$ cat src/rtl/serial_pkg.sv
// Shared types and defaults for the framed UART packet link.
// The tx end reuses the sync byte and bit-period constants.
package serial_pkg;

    typedef enum logic [1:0] {RxIdle, RxStart, RxData, RxStop} rx_state_e;
    typedef enum logic [1:0] {PktHunt, PktPayload, PktCheck} pkt_state_e;

    localparam int unsigned DefaultDivisor  = 868;
    localparam logic [7:0]  DefaultSyncByte = 8'hA5;

endpackage

$ cat src/rtl/serial_rx_core.sv
// 8N1 byte receiver: two-flop input synchronizer, mid-bit sampling, stop-bit check.
module serial_rx_core
    import serial_pkg::*;
#(
    parameter int unsigned DIVISOR = DefaultDivisor
) (
    input  logic       clk,
    input  logic       rst_n,
    input  logic       line,
    output logic [7:0] rx_byte,
    output logic       byte_valid,
    output logic       byte_ferr,
    output logic       idle
);

    localparam int unsigned     CntW    = (DIVISOR > 1) ? $clog2(DIVISOR) : 1;
    localparam logic [CntW-1:0] HalfCnt = CntW'(DIVISOR / 2);
    localparam logic [CntW-1:0] LastCnt = CntW'(DIVISOR - 1);

    logic            sync1_q;
    logic            rx_s;
    rx_state_e       state_q, state_d;
    logic [CntW-1:0] cnt_q, cnt_d;
    logic [2:0]      bit_q, bit_d;
    logic [7:0]      shift_q, shift_d;

    always_ff @(posedge clk or negedge rst_n) begin
        if (!rst_n) begin
            sync1_q <= 1'b1;
            rx_s    <= 1'b1;
            state_q <= RxIdle;
            cnt_q   <= '0;
            bit_q   <= '0;
            shift_q <= '0;
        end else begin
            sync1_q <= line;
            rx_s    <= sync1_q;
            state_q <= state_d;
            cnt_q   <= cnt_d;
            bit_q   <= bit_d;
            shift_q <= shift_d;
        end
    end

    always_comb begin
        state_d = state_q;
        cnt_d   = cnt_q;
        bit_d   = bit_q;
        shift_d = shift_q;
        case (state_q)
            RxIdle: begin
                if (!rx_s) begin
                    state_d = RxStart;
                    cnt_d   = '0;
                    bit_d   = '0;
                end
            end
            RxStart: begin
                if (cnt_q == HalfCnt) begin
                    // Line back high at mid start bit: glitch, not a byte.
                    if (rx_s) begin
                        state_d = RxIdle;
                    end else begin
                        state_d = RxData;
                        cnt_d   = '0;
                    end
                end else begin
                    cnt_d = cnt_q + CntW'(1);
                end
            end
            RxData: begin
                if (cnt_q == LastCnt) begin
                    cnt_d   = '0;
                    shift_d = {rx_s, shift_q[7:1]};
                    bit_d   = bit_q + 3'd1;
                    if (bit_q == 3'd7) state_d = RxStop;
                end else begin
                    cnt_d = cnt_q + CntW'(1);
                end
            end
            RxStop: begin
                if (cnt_q == LastCnt) begin
                    state_d = RxIdle;
                    cnt_d   = '0;
                end else begin
                    cnt_d = cnt_q + CntW'(1);
                end
            end
            default: state_d = RxIdle;
        endcase
    end

    always_comb begin
        rx_byte    = shift_q;
        byte_valid = (state_q == RxStop) && (cnt_q == LastCnt) && rx_s;
        byte_ferr  = (state_q == RxStop) && (cnt_q == LastCnt) && !rx_s;
        idle       = (state_q == RxIdle);
    end

endmodule

$ cat src/rtl/serial_packet_rx.sv
// Packet layer: hunts for the sync byte, gathers the payload, checks the XOR
// checksum and guards the inter-byte gap with a timeout.
module serial_packet_rx
    import serial_pkg::*;
#(
    parameter int unsigned DIVISOR      = DefaultDivisor,
    parameter int unsigned NUM_BYTES    = 4,
    parameter logic [7:0]  SYNC_BYTE    = DefaultSyncByte,
    parameter int unsigned TIMEOUT_BITS = 20
) (
    input  logic                   clk,
    input  logic                   rst_n_in,
    input  logic                   line_in,
    output logic [NUM_BYTES*8-1:0] data_out,
    output logic                   valid_out,
    output logic                   crc_err_out,
    output logic                   frame_err_out,
    output logic                   busy_out
);

    localparam int unsigned ToLimit = TIMEOUT_BITS * DIVISOR;
    localparam int unsigned ToW     = $clog2(ToLimit + 1);
    localparam int unsigned W       = NUM_BYTES * 8;
    localparam logic [2:0]  LastIdx = 3'(NUM_BYTES - 1);

    logic [7:0]     rx_byte;
    logic           byte_valid;
    logic           byte_ferr;
    logic           idle;
    logic           timeout_hit;

    pkt_state_e     state_q, state_d;
    logic [2:0]     idx_q, idx_d;
    logic [7:0]     xor_q, xor_d;
    logic [W-1:0]   shadow_q, shadow_d;
    logic [W-1:0]   data_q, data_d;
    logic [ToW-1:0] to_cnt_q, to_cnt_d;
    logic           valid_q, valid_d;
    logic           crc_q, crc_d;
    logic           ferr_q, ferr_d;

    serial_rx_core #(
        .DIVISOR (DIVISOR)
    ) u_core (
        .clk        (clk),
        .rst_n      (rst_n_in),
        .line       (line_in),
        .rx_byte    (rx_byte),
        .byte_valid (byte_valid),
        .byte_ferr  (byte_ferr),
        .idle       (idle)
    );

    // Only fires with the receiver idle, so it never coincides with a byte event.
    assign timeout_hit = (state_q != PktHunt) && (to_cnt_q >= ToW'(ToLimit - 1)) && idle;

    always_ff @(posedge clk or negedge rst_n_in) begin
        if (!rst_n_in) begin
            state_q  <= PktHunt;
            idx_q    <= '0;
            xor_q    <= '0;
            shadow_q <= '0;
            data_q   <= '0;
            to_cnt_q <= '0;
            valid_q  <= 1'b0;
            crc_q    <= 1'b0;
            ferr_q   <= 1'b0;
        end else begin
            state_q  <= state_d;
            idx_q    <= idx_d;
            xor_q    <= xor_d;
            shadow_q <= shadow_d;
            data_q   <= data_d;
            to_cnt_q <= to_cnt_d;
            valid_q  <= valid_d;
            crc_q    <= crc_d;
            ferr_q   <= ferr_d;
        end
    end

    always_comb begin
        state_d  = state_q;
        idx_d    = idx_q;
        xor_d    = xor_q;
        shadow_d = shadow_q;
        to_cnt_d = to_cnt_q;
        if (state_q == PktHunt || byte_valid) begin
            to_cnt_d = '0;
        end else if (to_cnt_q < ToW'(ToLimit)) begin
            to_cnt_d = to_cnt_q + ToW'(1);
        end
        case (state_q)
            PktHunt: begin
                if (byte_valid && rx_byte == SYNC_BYTE) begin
                    state_d = PktPayload;
                    idx_d   = '0;
                    xor_d   = '0;
                end
            end
            PktPayload: begin
                if (timeout_hit || byte_ferr) begin
                    state_d = PktHunt;
                end else if (byte_valid) begin
                    for (int i = 0; i < NUM_BYTES; i++) begin
                        if (idx_q == 3'(i)) shadow_d[i*8 +: 8] = rx_byte;
                    end
                    xor_d = xor_q ^ rx_byte;
                    idx_d = idx_q + 3'd1;
                    if (idx_q == LastIdx) state_d = PktCheck;
                end
            end
            PktCheck: begin
                if (timeout_hit || byte_ferr || byte_valid) state_d = PktHunt;
            end
            default: state_d = PktHunt;
        endcase
    end

    always_comb begin
        valid_d  = (state_q == PktCheck) && byte_valid && (rx_byte == xor_q);
        crc_d    = (state_q == PktCheck) && byte_valid && (rx_byte != xor_q);
        ferr_d   = (state_q != PktHunt) && (byte_ferr || timeout_hit);
        data_d   = valid_d ? shadow_q : data_q;
        busy_out = (state_q != PktHunt) || !idle;
    end

    assign data_out      = data_q;
    assign valid_out     = valid_q;
    assign crc_err_out   = crc_q;
    assign frame_err_out = ferr_q;

endmodule
$ cat config.mk
export PLATFORM = sky130hd
export DESIGN_NAME = serial_packet_rx
export DESIGN_NICKNAME = d
export VERILOG_FILES = /design/src/rtl/serial_pkg.sv /design/src/rtl/serial_rx_core.sv /design/src/rtl/serial_packet_rx.sv
export SDC_FILE = /design/constraint.sdc
export NUM_CORES = 1
export LEC_CHECK = 0
export ABC_AREA = 1
export ABC_CLOCK_PERIOD_IN_PS = 5100
export CAP_MARGIN = 20
export CELL_PAD_IN_SITES_DETAIL_PLACEMENT = 2
export CELL_PAD_IN_SITES_GLOBAL_PLACEMENT = 2
export CORE_MARGIN = 4
export CORE_UTILIZATION = 39
export CTS_CLUSTER_DIAMETER = 60
export DETAILED_ROUTE_END_ITERATION = 12
export PLACE_DENSITY = 0.92
export SLEW_MARGIN = 15
export SYNTH_ARGS = -nofsm -noshare
export SYNTH_HDL_FRONTEND = slang
export SYNTH_SLANG_ARGS = --single-unit
$ cat constraint.sdc
create_clock -name clk -period 5.1 [get_ports clk]
set_input_delay 0.765 -clock clk [delete_from_list [all_inputs] [get_ports clk]]
set_output_delay 0.765 -clock clk [all_outputs]
set_load 0.01 [all_outputs]
# Word level (Yosys, flattened, before mapping)
# Index checks and enable logic that the tools add are counted.
# W data, S select, Z words.
dict set report classes {
  n_lt_le_gt_ge 2
  n_addsub 4
  muxes 30
  eq_ne 25
  n_reduce_logical 33
  bitwise_logic 2
}
# cell count
set ops {}
lappend ops {{$mux W10} 3}
lappend ops {{$mux W15} 2}
lappend ops {{$pmux W10 S3} 1}
lappend ops {{$mux W8} 3}
lappend ops {{$reduce_and A4 Y1} 6}
lappend ops {{$mux W2} 11}
lappend ops {{$pmux W8 S2} 1}
lappend ops {{$add A15 B1 Y15 const B} 1}
lappend ops {{$ge A15 B15 Y1 const B} 1}
lappend ops {{$lt A15 B15 Y1 const B} 1}
lappend ops {{$mux W3} 5}
lappend ops {{$pmux W3 S2} 2}
lappend ops {{$add A10 B1 Y10 const B} 1}
lappend ops {{$eq A10 B10 Y1 const B} 1}
lappend ops {{$eq A10 B9 Y1 const B} 1}
lappend ops {{$logic_and A1 B1 Y1} 10}
lappend ops {{$ne A2 B1 Y1 const B} 5}
lappend ops {{$eq A8 B8 Y1} 1}
lappend ops {{$eq A8 B8 Y1 const B} 1}
lappend ops {{$ne A2 B2 Y1 const B} 4}
lappend ops {{$ne A8 B8 Y1} 1}
lappend ops {{$pmux W2 S4} 1}
lappend ops {{$reduce_bool A2 Y1} 4}
lappend ops {{$xor A8 B8 Y8} 1}
lappend ops {{other kinds (17)} 28}
dict set report word_totals {
  regBits 120
  inputBits 3
}

# Longest topological paths before layout
dict set report depth {
  ltp_word 7
  depth_mapped 12
}

# By module
# Synthesis repeated with hierarchy kept, for this count alone.
dict set report hier_totals {
  hier_cells 657
  hier_area_um2 5650.4
}
# module seq_area_each_um2 instances cells_each area_per_inst_um2
set by_module_without_submodules {}
lappend by_module_without_submodules {serial_packet_rx 2377.3 1 498 4361.7}
lappend by_module_without_submodules {serial_rx_core 628.1 1 159 1288.7}

# Least setup slack after synthesis
# Ideal clock, no wire load.
dict set report synth_timing {
  path_kind {reg-to-reg}
  start {register u_core.cnt_q[1]}
  end {register shadow_q[22]}
  path_stages_with_launch 10
  t_arrival_ns 1.719
  setup_slack_ns 3.260
  synth_period_minus_slack_ns 1.840
  path_cell_list {dfrtp_1 -> ha_1 -> nand3_2 -> nor2_4 -> nand2_2 -> nor3_4 -> nand4_4 -> buf_6 -> nand2_1 -> o21ai_2}
}
dict set report synth_via {
  elab_chain_cells 6
}
# item line
set synth_lines {}
lappend synth_lines {{start: declaration} serial_rx_core.sv:23} ;# logic [CntW-1:0] cnt_q, cnt_d;
lappend synth_lines {{start signal: assignment} serial_rx_core.sv:39} ;# cnt_q <= cnt_d;
lappend synth_lines {{$eq A10 B10 Y1 (*)} {serial_rx_core.sv:95, serial_rx_core.sv:96}}
lappend synth_lines {{$logic_and A1 B1 Y1 (*)} {serial_rx_core.sv:95, serial_rx_core.sv:96}}
lappend synth_lines {{$logic_and A1 B1 Y1} serial_rx_core.sv:96} ;# byte_ferr = (state_q == RxStop) && (cnt_q == LastCnt) && !rx_s;
lappend synth_lines {{$logic_or A1 B1 Y1} serial_packet_rx.sv:101} ;# if (timeout_hit || byte_ferr) begin
lappend synth_lines {{$not A1 Y1 (no line)} n/a}
lappend synth_lines {{$reduce_and A4 Y1 (no line) (*)} n/a}
lappend synth_lines {{end signal: assignment} serial_packet_rx.sv:72} ;# shadow_q <= shadow_d;
lappend synth_lines {{end: declaration} serial_packet_rx.sv:35} ;# logic [W-1:0] shadow_q, shadow_d;
# Mark *: on every way between the ends. The rest lies on a longest branch, timed or not.
# A chain may end at the register's enable or synchronous reset.

# Final worst setup path
dict set report layout_timing {
  start {register u_core.cnt_q[1]}
  end {register data_q[21] (netlist: data_out[21])}
}
dict set report layout_via {
  elab_chain_cells 5
}
# item line
set layout_lines {}
lappend layout_lines {{$eq A10 B10 Y1} serial_rx_core.sv:95} ;# byte_valid = (state_q == RxStop) && (cnt_q == LastCnt) && rx_s;
lappend layout_lines {{$logic_and A1 B1 Y1 (2 in a row)} serial_rx_core.sv:95}
lappend layout_lines {{$logic_and A1 B1 Y1 (2 in a row)} serial_packet_rx.sv:120} ;# valid_d = (state_q == PktCheck) && byte_valid && (rx_byte == xor_q);
lappend layout_lines {{end signal: assignment} serial_packet_rx.sv:73} ;# data_q <= data_d;
lappend layout_lines {{end: declaration} serial_packet_rx.sv:36} ;# logic [W-1:0] data_q, data_d;
# No other way between the ends.

==> metrics.md <==
| Metric | Value |
|---|---|
| Die Width | between 100 and 150 µm |
| Worst Path Required | approximately 5.5 ns |
| Mean Syn Cell Area | 8.91 µm² |
| Crit Reg-Reg Endpoint | data_out[21]$_DFFE_PN0P_ |
| Yosys cell types | 33 |
| Worst Path Max Fanout | 33 |
| Final core utilization | about 48% |
| Crit-path most repeated cell | nand2_1 |
| Peak supply drop | between 0.15 and 0.2 mV |
| FF+latch area | around 0.003 mm² |
| Switch share | 22.9% |
| Crit. End Element | flop |
| RSZ-0062 raised after global routing | false |
| Worst R2R Start | u_core.cnt_q[1]$_DFF_PN0_ |
| Crit-path cells | ha_1 > nand3_2 > nor2_4 > nand2_2 > nor2_1 > nand2_1 > nor2_1 > nand2_1 > buf_4 > inv_2 > nand2_1 > nand2_1 |
| Internal cell power | between 1.5 and 2 mW |
| Total power | approximately 2.2 mW |
| Max clock buf depth | 2 |
| Filler cell count in the final layout | 1,405 |
| Reg2reg path depth | 12 |
| Post-DP HPWL | between 10 and 15 mm |
| Final setup fails | 0 |
| Post-synthesis sequential area ratio | 56.2% |
| Crit Path Class | flop to flop |
| Vias in the first global route | a little over 5,000 |
| Combinational Power Share | around 1.0% |
| Routed Antenna Nets | 0 |
| Crit. Startpoint | u_core.cnt_q[1]$_DFF_PN0_ |
| Setup ws final | around 2.3 ns |
| Largest net degree at the start of global routing | 84 |
| Synth area leaders | dfrtp_1 (55%), nand2_1 (14%), o21ai_1 (3.5%) |
| Fraction of layout cells with a size suffix above 1 | under 10% |
| Ant. Diodes | 0 |
| Hold buffers post-CTS | 0 |
| GRT Total Usage | approximately 24% |
| Worst Hold Launch | u_core.sync1_q$_DFF_PN1_ |
| Syn-to-layout area delta | 21.1% |
| Cell Pwr Density | 342 mW/mm² |
| Clock sink count | between 100 and 150 |
| Router iterations before antenna repair | 6 |
| Switch Pwr | 0.506 mW |
| Number of synthesized flops with an enable pin | 0 |
| I/O pin cnt | 39 |
| DP Area | around 0.006 mm² |
| # DRC | 0 |
| Maxcap violations | 0 |
| Startpoint Class | flop |
| Starting Density | around 40% |
| Worst Skew | about 0.0090 ns |
| Hold crit path type | flop to flop |
| Setup TNS | 0 ns |
| Vias/cell | about 5.3 |
| Post-Place Cells | ~800 |
| Syn. warnings | 0 |
| Period utilization | 54.5% |
| DRT iter0 DRCs | 197 |
| Sequential power share | 43.2% |
| Die area | 0.0156 mm² |
| Slew @ Worst Pin | approximately 0.83 ns |
| WHS | 0.361 ns |
| Root buffer cell | clkbuf_16 |
| Outcome | finished clean |
| Total Wirelength | roughly 18 mm |
| # Post-CTS Setup Buffers | 0 |
| WP buf/inv | 2 |
| FP Rows | 42 |
| Drt wl/cell | approximately 22 µm |
| CTS Buf Count | 17 |
| Syn nets | between 600 and 700 |
| Via count | around 4,400 |
| Final Hold Fails | 0 |
| Critical Path AT | around 3.1 ns |
| Pre-CTS WS | 2.56 ns |
| Clk Latency, worst-skew pair | roughly 0.43 ns |
| Design area | between 0.006 and 0.007 mm² |
| Leakage power | 2.98 nW |
| GRT overflow | 0 |
| H-tree levels | 4 |
| Post-Synthesis Cells | 600 |
| Final Instance Count excl. Fillers | between 800 and 900 |
| Post-Syn Area | roughly 0.0053 mm² |
| Initial antenna violation count | 0 |
| Clk pwr share | 55.9% |
| FF+latch count, synth | 120 |
| Area of the multi-input gates | slightly above 0.002 mm² |
| CTS tree | built |
| Max Slew Vio Count | 0 |
| Crit path depth | 12 |
| Top delay family on crit path | simple AND/OR/NAND/NOR gates |
| Share of the synthesized area in the top cell type | roughly 55% |
| Ys async rst share | 100% |
| Crit path to | data_out[21]$_DFFE_PN0P_ |
| Die Ht | between 100 and 150 µm |
| Area leader, netlist | dfrtp_1 |
| R2R Setup Slk | between 2 and 2.5 ns |
| Core Footprint | ~0.013 mm² |
| Biggest cell delay along the critical path | 0.50 ns |
| Highest clock rate | 360 MHz |
| Worst slew margin | between 40 and 50% |
| Port Buffer Count | 38 |
| Fin nets | between 600 and 700 |
| Tmin final | 2.78 ns |
| Post_cts resized | 0 |
| Clock Pin Slew Worst Setup and Hold Paths | about 0.06 ns |
| RePlAce Congestion | between 0.8 and 0.9 |
| Most used flip-flop cell after synthesis | dfrtp_1 |
| Slowest stage cell, crit path | inv_2 |
| First-pass GRT wire length | 29.6 mm |
## how the worst min path moves through the flow
stage	to	slack [ns]	cells after the start
2_1_floorplan	u_core.rx_s$_DFF_PN1_	0.35	0
3_3_place_gp	u_core.rx_s$_DFF_PN1_	0.35	0
3_5_place_dp	u_core.rx_s$_DFF_PN1_	0.35	0
6_report	u_core.rx_s$_DFF_PN1_	0.36	0
4_1_cts	u_core.rx_s$_DFF_PN1_	0.36	0
5_1_grt	u_core.rx_s$_DFF_PN1_	0.37	0
## flip-flops by register name, indices dropped and copies added (netlist names), named ones only
signal,flops
to_cnt_q,15
u_core.cnt_q,10
xor_q,8
u_core.sync1_q,1
u_core.rx_byte,8
crc_err_out,1
data_out,32
state_q,2
u_core.bit_q,3
valid_out,1
idx_q,3
shadow_q,32
u_core.rx_s,1
u_core.state_q,1
frame_err_out,1
## cells in the mapped netlist (2+ instances only)
library cell,instances
nand2_1,198
dfrtp_1,118
inv_1,49
o21ai_1,37
o21ai_0,36
nor2_1,33
nand3_1,16
a21oi_1,13
nand4_1,11
ha_1,10
nor3_1,9
o22ai_1,8
xor2_1,8
inv_2,6
xnor2_1,6
buf_2,5
clkbuf_1,5
o21ai_2,5
buf_6,3
nand2_2,3
nand4_4,3
clkbuf_2,2
dfstp_2,2
nand3_2,2
nor2_4,2
nor4_1,2
or2_2,2
## power groups by stage
stage / clock, mW / combinational, mW / sequential (mW)
2_1_floorplan: 0 / 0.000488 / 0.972
3_3_place_gp: 0 / 0.0218 / 0.972
3_5_place_dp: 0 / 0.0224 / 0.972
4_1_cts: 1.25 / 0.0224 / 0.955
5_1_grt: 1.30 / 0.0254 / 0.954
6_report: 1.24 / 0.0212 / 0.955
## cell families (layout without fill, tap and decap cells)
| logic type | count (synthesis) | count (layout) | share of synthesized area [%] |
|---|---|---|---|
| buf+inv | 70 | 127 | 5.50 |
| flops | 120 | 120 | 56.2 |
| xor+xnor | 14 | 14 | 2.29 |
| fa+ha+maj | 10 | 10 | 2.34 |
| compound gates | 101 | 101 | 10.1 |
| simple gates | 285 | 285 | 23.5 |
## placed cells by master, fill, tap and decap left out, drive strengths merged
| cell type | n |
|---|---|
| o21a | 1 |
| xor2 | 8 |
| inv | 58 |
| clkinv | 5 |
| nor2 | 36 |
| a22oi | 1 |
| bufinv | 2 |
| a21oi | 13 |
| or2 | 2 |
| nand3 | 19 |
| buf | 3 |
| nand2 | 201 |
| o22ai | 8 |
| nand4 | 14 |
| clkbuf | 19 |
| clkinvlp | 3 |
| o21ai | 78 |
| ha | 10 |
| xnor2 | 6 |
| clkdlybuf4s50 | 37 |
| nor4 | 2 |
| nor3b | 1 |
| dfstp | 2 |
| nor3 | 10 |
| dfrtp | 118 |
## metal layers
layer	vias up	part of all wire [%]	global-route usage [%]
met5	-	0	0
met3	35	2.5	4.14
met1	2300	42	29.1
met2	81	53	43.5
li1	2029	-	-
met4	0	2.6	9.31
## cell type report
cell class,instances,share of cell area [%]
Inverter,55,3.19
Sequential cell,120,46.4
Clock buffer,19,7.00
Multi-Input combinational cell,410,31.6
Clock inverter,13,2.24
Timing Repair Buffer,40,6.13
Tap cell,176,3.40
(Power assumes the default switching activity.)
